`src/rtl/lif_neuron_array_if.sv`:
```
// Bus bundle for lif_neuron_array: sweep handshake, configuration inputs,
// spike vector and membrane readback. The master modport is the controller side
// and the slave modport is the neuron array side.
interface lif_neuron_array_if #(
  parameter int N  = 4,
  parameter int W  = 8,
  parameter int RW = 3
);
  localparam int IW = (N > 1) ? $clog2(N) : 1;

  logic              ena;
  logic              step;
  logic [N*W-1:0]    current_in;
  logic [W-1:0]      threshold;
  logic [2:0]        leak_shift;
  logic [RW-1:0]     refrac_len;
  logic              busy;
  logic              done;
  logic [N-1:0]      spikes;
  logic [IW-1:0]     rd_sel;
  logic [W-1:0]      rd_mem;

  modport master (
    output ena, step, current_in, threshold, leak_shift, refrac_len, rd_sel,
    input  busy, done, spikes, rd_mem
  );

  modport slave (
    input  ena, step, current_in, threshold, leak_shift, refrac_len, rd_sel,
    output busy, done, spikes, rd_mem
  );
endinterface

```
`src/rtl/lif_neuron_array.sv`:
```
// Array of N leaky integrate-and-fire neurons sharing one datapath.
// A step request snapshots the configuration, then one neuron is updated per
// cycle; the spike vector is published one cycle after the last neuron.
module lif_neuron_array #(
  parameter int N  = 4,
  parameter int W  = 8,
  parameter int RW = 3
) (
  input  logic                  clk,
  input  logic                  rst,
  lif_neuron_array_if.slave     bus
);
  localparam int IW = (N > 1) ? $clog2(N) : 1;

  typedef enum logic [1:0] {S_IDLE, S_UPDATE, S_DONE} state_t;

  state_t          state_q, state_d;
  logic [IW-1:0]   idx_q, idx_d;
  logic            snap_en, upd_en, fin;

  // Snapshot of the sweep configuration, frozen for the whole sweep
  logic [W-1:0]    cur_q [N];
  logic [W-1:0]    thr_q;
  logic [2:0]      ls_q;
  logic [RW-1:0]   rl_q;

  // Neuron state register file
  logic [W-1:0]    u_q  [N];
  logic [RW-1:0]   rf_q [N];
  logic [N-1:0]    shadow_q;
  logic [N-1:0]    spikes_q;
  logic            done_q;

  // Shared datapath signals for the neuron selected by idx_q
  logic [W-1:0]    u_cur, i_cur, leak, decayed, u_new;
  logic [W:0]      sum;
  logic [W-1:0]    un;
  logic [RW-1:0]   rf_cur, rf_new;
  logic            spk_new;

  // Clamp a W+1-bit unsigned sum to the W-bit range
  function automatic logic [W-1:0] sat_u(input logic [W:0] x);
    if (x[W]) sat_u = {W{1'b1}};
    else      sat_u = x[W-1:0];
  endfunction

  // Next-state and control strobes for the sweep sequencer
  always_comb begin
    state_d = state_q;
    idx_d   = idx_q;
    snap_en = 1'b0;
    upd_en  = 1'b0;
    fin     = 1'b0;
    case (state_q)
      S_IDLE: begin
        if (bus.step) begin
          snap_en = 1'b1;
          idx_d   = '0;
          state_d = S_UPDATE;
        end
      end
      S_UPDATE: begin
        upd_en = 1'b1;
        if (idx_q == IW'(N-1)) begin
          idx_d   = '0;
          state_d = S_DONE;
        end else begin
          idx_d = idx_q + IW'(1);
        end
      end
      S_DONE: begin
        fin     = 1'b1;
        state_d = S_IDLE;
      end
      default: state_d = S_IDLE;
    endcase
  end

  // Leak, integrate, saturate and threshold for the current neuron
  always_comb begin
    u_cur   = u_q[idx_q];
    rf_cur  = rf_q[idx_q];
    i_cur   = cur_q[idx_q];
    leak    = u_cur >> ls_q;
    decayed = u_cur - leak;
    sum     = {1'b0, decayed} + {1'b0, i_cur};
    un      = sat_u(sum);
    u_new   = '0;
    rf_new  = '0;
    spk_new = 1'b0;
    if (rf_cur != '0) begin
      rf_new = rf_cur - RW'(1);
    end else if (un >= thr_q) begin
      spk_new = 1'b1;
      rf_new  = rl_q;
    end else begin
      u_new = un;
    end
  end

  // Control, membrane and refractory state; everything holds while ena is low
  always_ff @(posedge clk) begin
    if (rst) begin
      state_q  <= S_IDLE;
      idx_q    <= '0;
      done_q   <= 1'b0;
      spikes_q <= '0;
      shadow_q <= '0;
      for (int k = 0; k < N; k++) begin
        u_q[k]  <= '0;
        rf_q[k] <= '0;
      end
    end else if (bus.ena) begin
      state_q <= state_d;
      idx_q   <= idx_d;
      done_q  <= fin;
      if (fin) spikes_q <= shadow_q;
      if (upd_en) begin
        u_q[idx_q]      <= u_new;
        rf_q[idx_q]     <= rf_new;
        shadow_q[idx_q] <= spk_new;
      end
    end
  end

  // Configuration snapshot taken when a sweep is accepted
  always_ff @(posedge clk) begin
    if (bus.ena && snap_en && !rst) begin
      for (int k = 0; k < N; k++) cur_q[k] <= bus.current_in[k*W +: W];
      thr_q <= bus.threshold;
      ls_q  <= bus.leak_shift;
      rl_q  <= bus.refrac_len;
    end
  end

  assign bus.busy   = (state_q == S_UPDATE);
  assign bus.done   = done_q;
  assign bus.spikes = spikes_q;
  assign bus.rd_mem = u_q[bus.rd_sel];

endmodule

```
`src/flat_wrapper.sv`:
```
// flat-port wrapper written by rule: the top's interface ports become plain ports
module lif_neuron_array_flat 
#(
  parameter int N  = 4,
  parameter int W  = 8,
  parameter int RW = 3
)
  (clk, rst, bus_ena, bus_step, bus_current_in, bus_threshold, bus_leak_shift, bus_refrac_len, bus_rd_sel, bus_busy, bus_done, bus_spikes, bus_rd_mem);
  lif_neuron_array_if #(.N(N), .W(W), .RW(RW)) bus_i ();
  input  logic clk;
  input  logic rst;
  input wire logic [$bits(bus_i.ena)-1:0] bus_ena;
  input wire logic [$bits(bus_i.step)-1:0] bus_step;
  input wire logic [$bits(bus_i.current_in)-1:0] bus_current_in;
  input wire logic [$bits(bus_i.threshold)-1:0] bus_threshold;
  input wire logic [$bits(bus_i.leak_shift)-1:0] bus_leak_shift;
  input wire logic [$bits(bus_i.refrac_len)-1:0] bus_refrac_len;
  input wire logic [$bits(bus_i.rd_sel)-1:0] bus_rd_sel;
  output wire logic [$bits(bus_i.busy)-1:0] bus_busy;
  output wire logic [$bits(bus_i.done)-1:0] bus_done;
  output wire logic [$bits(bus_i.spikes)-1:0] bus_spikes;
  output wire logic [$bits(bus_i.rd_mem)-1:0] bus_rd_mem;
  assign bus_i.ena = bus_ena;
  assign bus_i.step = bus_step;
  assign bus_i.current_in = bus_current_in;
  assign bus_i.threshold = bus_threshold;
  assign bus_i.leak_shift = bus_leak_shift;
  assign bus_i.refrac_len = bus_refrac_len;
  assign bus_i.rd_sel = bus_rd_sel;
  assign bus_busy = bus_i.busy;
  assign bus_done = bus_i.done;
  assign bus_spikes = bus_i.spikes;
  assign bus_rd_mem = bus_i.rd_mem;
  lif_neuron_array #(.N(N), .W(W), .RW(RW)) u_core (.clk(clk), .rst(rst), .bus(bus_i));
endmodule
```
`config.mk`:
```
export PLATFORM = sky130hd
export DESIGN_NAME = lif_neuron_array_flat
export DESIGN_NICKNAME = d
export VERILOG_FILES = /design/src/rtl/lif_neuron_array_if.sv /design/src/rtl/lif_neuron_array.sv /design/src/flat_wrapper.sv
export SDC_FILE = /design/constraint.sdc
export NUM_CORES = 1
export LEC_CHECK = 0
export CORE_MARGIN = 3
export CORE_UTILIZATION = 45
export CTS_CLUSTER_SIZE = 28
export DETAILED_ROUTE_END_ITERATION = 16
export PLACE_DENSITY = 0.74
export SLEW_MARGIN = 0
export SYNTH_ARGS = -nofsm -noshare
export SYNTH_HDL_FRONTEND = slang
export SYNTH_SLANG_ARGS = --single-unit
```
`constraint.sdc`:
```
create_clock -name clk -period 13.37 [get_ports clk]
set_clock_uncertainty 0.2 [all_clocks]
set_input_delay 2.0055 -clock clk [delete_from_list [all_inputs] [get_ports clk]]
set_output_delay 2.0055 -clock clk [all_outputs]
set_load 0.02 [all_outputs]
```
## Word level (Yosys, flattened, before mapping)

Memories as Yosys holds them, arrays and structs flattened. A register that Yosys moved wholly into a read port is not among the register bits.
Cells that the tools add are included.

| cells by class | value |
|---|---|
| $add $sub $neg | 4 |
| order comparisons | 3 |
| equal/unequal tests | 5 |
| shift-type cells | 1 |
| mux-type cells | 40 |
| reductions and logical operators | 13 |

Operators with widths:

| kind | number |
|---|---|
| $mux W8 | 4 |
| $mux W2 | 12 |
| $mux W1 | 17 |
| $add A8 B8 Y9 | 1 |
| $mux W3 | 3 |
| $ge A8 B8 Y1 | 1 |
| $pmux W2 S2 | 2 |
| $reduce_or A8 Y1 | 1 |
| $shr A8 B3 Y8 | 1 |
| $sub A8 B8 Y8 | 1 |
| $reduce_and A3 Y1 | 2 |
| $bwmux W4 | 1 |
| $eq A2 B2 Y1 const B | 2 |
| $reduce_and A2 Y1 | 2 |
| $logic_and A1 B1 Y1 | 3 |
| $lt A2 B3 Y1 const B | 1 |
| $reduce_bool A3 Y1 | 1 |
| $reduce_or A3 Y1 | 1 |
| $sub A3 B1 Y3 const B | 1 |
| $add A2 B1 Y2 const B | 1 |
| $demux W1 S2 | 1 |
| $eq A2 B1 Y1 const B | 1 |
| $ge A2 B1 Y1 const B | 1 |
| $logic_not A2 Y1 | 1 |
| 4 further kinds | 4 |

| storage, ports and cells | value |
|---|---|
| register bits after elaboration | 27 |
| memory bits (writable) | 76 |
| input bits | 52 |
| output and inout bits | 14 |
| logic and storage cells | 77 |
| memories | 3 |

Memories:

| name | depth | bits a word | read ports | clocked after Yosys merged registers in | wr ports | RTL line | source |
|---|---|---|---|---|---|---|---|
| u_core.cur_q | 4 | 8 | 1 | 1 | 4 | lif_neuron_array.sv:22 | `logic [W-1:0] cur_q [N];` |
| u_core.u_q | 4 | 8 | 2 | 1 | 4 | lif_neuron_array.sv:28 | `logic [W-1:0] u_q [N];` |
| u_core.rf_q | 4 | 3 | 1 | 1 | 4 | lif_neuron_array.sv:29 | `logic [RW-1:0] rf_q [N];` |

## Longest topological paths before layout

| depth | value |
|---|---|
| depth after elaboration | 8 |
| depth in mapped cells | 31 |
| depth with buffers taken out | 27 |

## Worst setup path before layout

No wires, ideal clock.

| timing path | value |
|---|---|
| path kind | input port to flip-flop |
| from | in bus_ena |
| to | mem u_core.cur_q[0][0], enable pin |
| setup time | 0.565 ns |
| arrival | 6.700 ns |
| data required time | 12.605 ns |
| setup slack | 5.905 ns |
| stages | 2 |
| buffers on the path | 0 |
| cells stage by stage | nor2b_1 -> nor4bb_1 |

RTL lines:

| element | RTL line | source |
|---|---|---|
| from (decl) | flat_wrapper.sv:12 | `input wire logic [$bits(bus_i.ena)-1:0] bus_ena;` |
| to (decl) | lif_neuron_array.sv:22 |  |

==> metrics <==
status finished, final reports clean; vias per std cell 5.44; synthesized cell area 5640 um2; worst rel slew slack 18.0%; router iterations before antenna repair 4; Seq cells post-synth 105; largest net degree at the start of global routing 47; Initial DRC Count 365; clock latency on the worst-skew pair 350 ps; syn_nets 515; clock buffer count from CTS 9; initial antenna violation count 0; cts repair resizes 0; buffer count from post-CTS setup fixing 0; PD cells 129 nW/um2; syn_area_per_cell 13.0 um2; Die X-Extent 118 um; Port Buffers 65; Setup TNS Final 0 ps; Period minus WS final 7220 ps; Die Y 118 um; vias in the first global route 3811; final hold vios 0; grt total ovfl 0; # hold bufs at CTS 0; Total Routed Length 11400 um; worst reg2reg path depth 26; CTS tree yes; Setup violations, final 0; P_leak 2.49 nW; Sw Share 29.0%; Pint 617 uW; Hold EP u_core.shadow_q[2]; Root Driver clkbuf_16; final hold slack 262 ps; Gate Count Post-Synth 432; NetSw 252 uW; Worst Path Required 13250 ps; wire length per cell 17.2 um; Storage cell area 3000 um2; fill cell total of the finished layout 1012; crit path kind register to register; ant diodes 0; asr flop ratio synth 0%; pin slew with the least headroom to its limit 1220 ps; Post-synth EDFFs 90; nets@finish 573; HPWL after DPL 8320 um; Seq/Total Area, Yosys 53.3%; Setup crit end kind register; Clock Tree Buf Depth 2; num rows 40; DRC viols 0; Max Fclk 139 MHz; Max IR drop VDD 90.0 uV; gpl congestion 0.852; core area 12100 um2; R2R Setup Slk 6150 ps; Syn. warnings 0; total track usage 17.4%; synth unique cells 47; WHS Path Cells 2; Ports 66; die area 13900 um2; Clock transition at path regs 70 ps; Main synth FF type edfxtp_1; sequential share of power 42.9%; start point of the worst hold path u_core.shadow_q[2]; unrepaired setup endpoints after global routing no; Initial Util 46.5%; Clock Sink Count 105; layout cells sized above 1 11.5%; first-pass GRT wire length 19000 um; crit share post-route 54.0%; multi-input logic area 2410 um2; clock share of power 32.1%; worst-path fanout max 22; Power Total 868 uW; H-Tree Depth 3; Layout Area Growth over Synthesis 19.6%; Comb power frac 24.9%; RR Endpoint u_core.u_q[0][4]; routed vias 3607; crit start category register; Antenna Nets Post-Route 0; maxcap violations 0; Min-Delay Path Class register to register; CP arrival 7100 ps; max-slew violation count 0
critical path: stages, from the launching register on:
cell and delay (ps):
dfxtp_1 310, buf_4 380, mux4_1 700, mux2i_1 150, o21ai_0 80, o21ai_0 170, o31ai_1 110, ha_1 220
fa_1 400, nor2b_1 130, o21a_1 130, o21ai_0 70, nand2b_1 80, a21oi_1 70, xnor2_1 130, ha_1 330
inv_1 160, o21bai_1 100, a21o_1 210, a31o_2 290, a2111oi_4 460, inv_1 100, ha_1 320, nand4_1 90
o31ai_1 1010, or3_1 420, nor2_1 90
worst max path at each step:
stage	start	endpoint	slack [ps]	depth (start not counted)
floorplan	bus_ena	u_core.cur_q[0][0]	5910	2
global placement	register	u_core.u_q[0][1]	6440	26
detailed placement	register	u_core.u_q[0][4]	6270	26
CTS	register	u_core.u_q[0][4]	6180	26
global route	register	u_core.u_q[0][4]	5640	26
finish	register	u_core.u_q[0][4]	6150	26
per-layer routing:
metal | vias up | wire length, um | track usage (%)
li1 | 1725 | - | -
met1 | 1725 | 4830 | 23.1
met2 | 132 | 5490 | 27.5
met3 | 25 | 747 | 3.99
met4 | 0 | 340 | 7.84
met5 | - | 0 | 0
stage by stage:
stage / area [um2] / utilization (%) / std cells / worst slack (ps)
after detailed placement: 6420 / 53.0 / 647 / 6270
after global placement: 6420 / 53.0 / 647 / 6440
after global routing: 6740 / 55.6 / 663 / 5640
after floorplan: 5640 / - / 432 / 5910
final: 6740 / 55.6 / 663 / 6150
after CTS: 6740 / 55.6 / 663 / 6180
power groups by stage:
stage / clock [mW] / sequential (mW) / combinational [mW]
floorplan: 0 / 0.378 / 0.156
global placement: 0 / 0.379 / 0.208
detailed placement: 0 / 0.380 / 0.214
CTS: 0.286 / 0.373 / 0.216
global route: 0.299 / 0.374 / 0.240
finish: 0.279 / 0.373 / 0.216
synthesized netlist by cell type (2+ instances only):
master,number,area (um2)
buf_2,4,20.0
a21o_1,5,37.5
mux4_1,5,131
o21bai_1,2,15.0
a31o_2,2,17.5
dfxtp_1,15,300
a31oi_1,5,31.3
nor3_1,3,15.0
o31ai_1,4,30.0
ha_1,29,363
or3_1,2,12.5
fa_1,2,40.0
nand2b_1,11,68.8
mux2i_1,14,140
clkbuf_1,11,41.3
buf_6,4,45.0
nor2_1,68,255
a21oi_1,16,80.1
xnor2_1,9,78.8
nand2_1,17,63.8
o21ai_0,13,65.1
inv_1,31,116
nand3_1,2,10.0
nor2b_1,6,37.5
mux4_2,28,631
a22oi_1,3,22.5
nand3b_1,4,30.0
a21oi_2,2,17.5
nand4_1,5,31.3
mux2_2,2,22.5
edfxtp_1,90,2700
o211ai_1,3,22.5
registers in the layout (all words and copies together), names as in the netlist, named ones only:
name / cells
u_core.bus.done: 1
u_core.bus.spikes: 4
u_core.cur_q: 32
u_core.idx_q: 2
u_core.ls_q: 3
u_core.rf_q: 12
u_core.rl_q: 3
u_core.shadow_q: 4
u_core.state_q: 2
u_core.thr_q: 8
u_core.u_q: 32
cell usage in the layout (no fill, tap or decap), types with 3 or more instances in the layout:
cell              n
nand2_1          17
nor2_1           68
inv_1            31
nand2b_1         11
o31ai_1           4
a21o_1            5
a31oi_1           5
xnor2_1           9
nand3b_1          4
nand4_1           5
mux2i_1          14
edfxtp_1         90
mux4_2           28
o21ai_0          13
nor3_1            3
mux4_1            5
buf_4             3
a21oi_1          16
clkbuf_16        10
o211ai_1          3
clkdlybuf4s50_1  65
a22oi_1           3
ha_1             29
nor2b_1           6
dfxtp_1          15
kinds of logic (layout without fill, tap and decap cells):
group / after synthesis / after routing / synth area share (%)
flops: 105 / 105 / 53.3
fa+ha+maj: 31 / 31 / 7.15
xor+xnor: 10 / 10 / 1.55
buf+inv: 52 / 115 / 4.15
simple gates: 124 / 124 / 10.1
compound gates: 61 / 61 / 7.33
mux: 49 / 49 / 16.4
cell type report:
class / instances / area share, %
sequential: 105 / 44.6
timing repair buffer: 68 / 9.99
multi-input combinational: 275 / 35.8
clock inverter: 5 / 1.00
inverter: 31 / 1.73
clock buffer: 11 / 3.77
tap: 168 / 3.12
(Power assumes the default switching activity.)
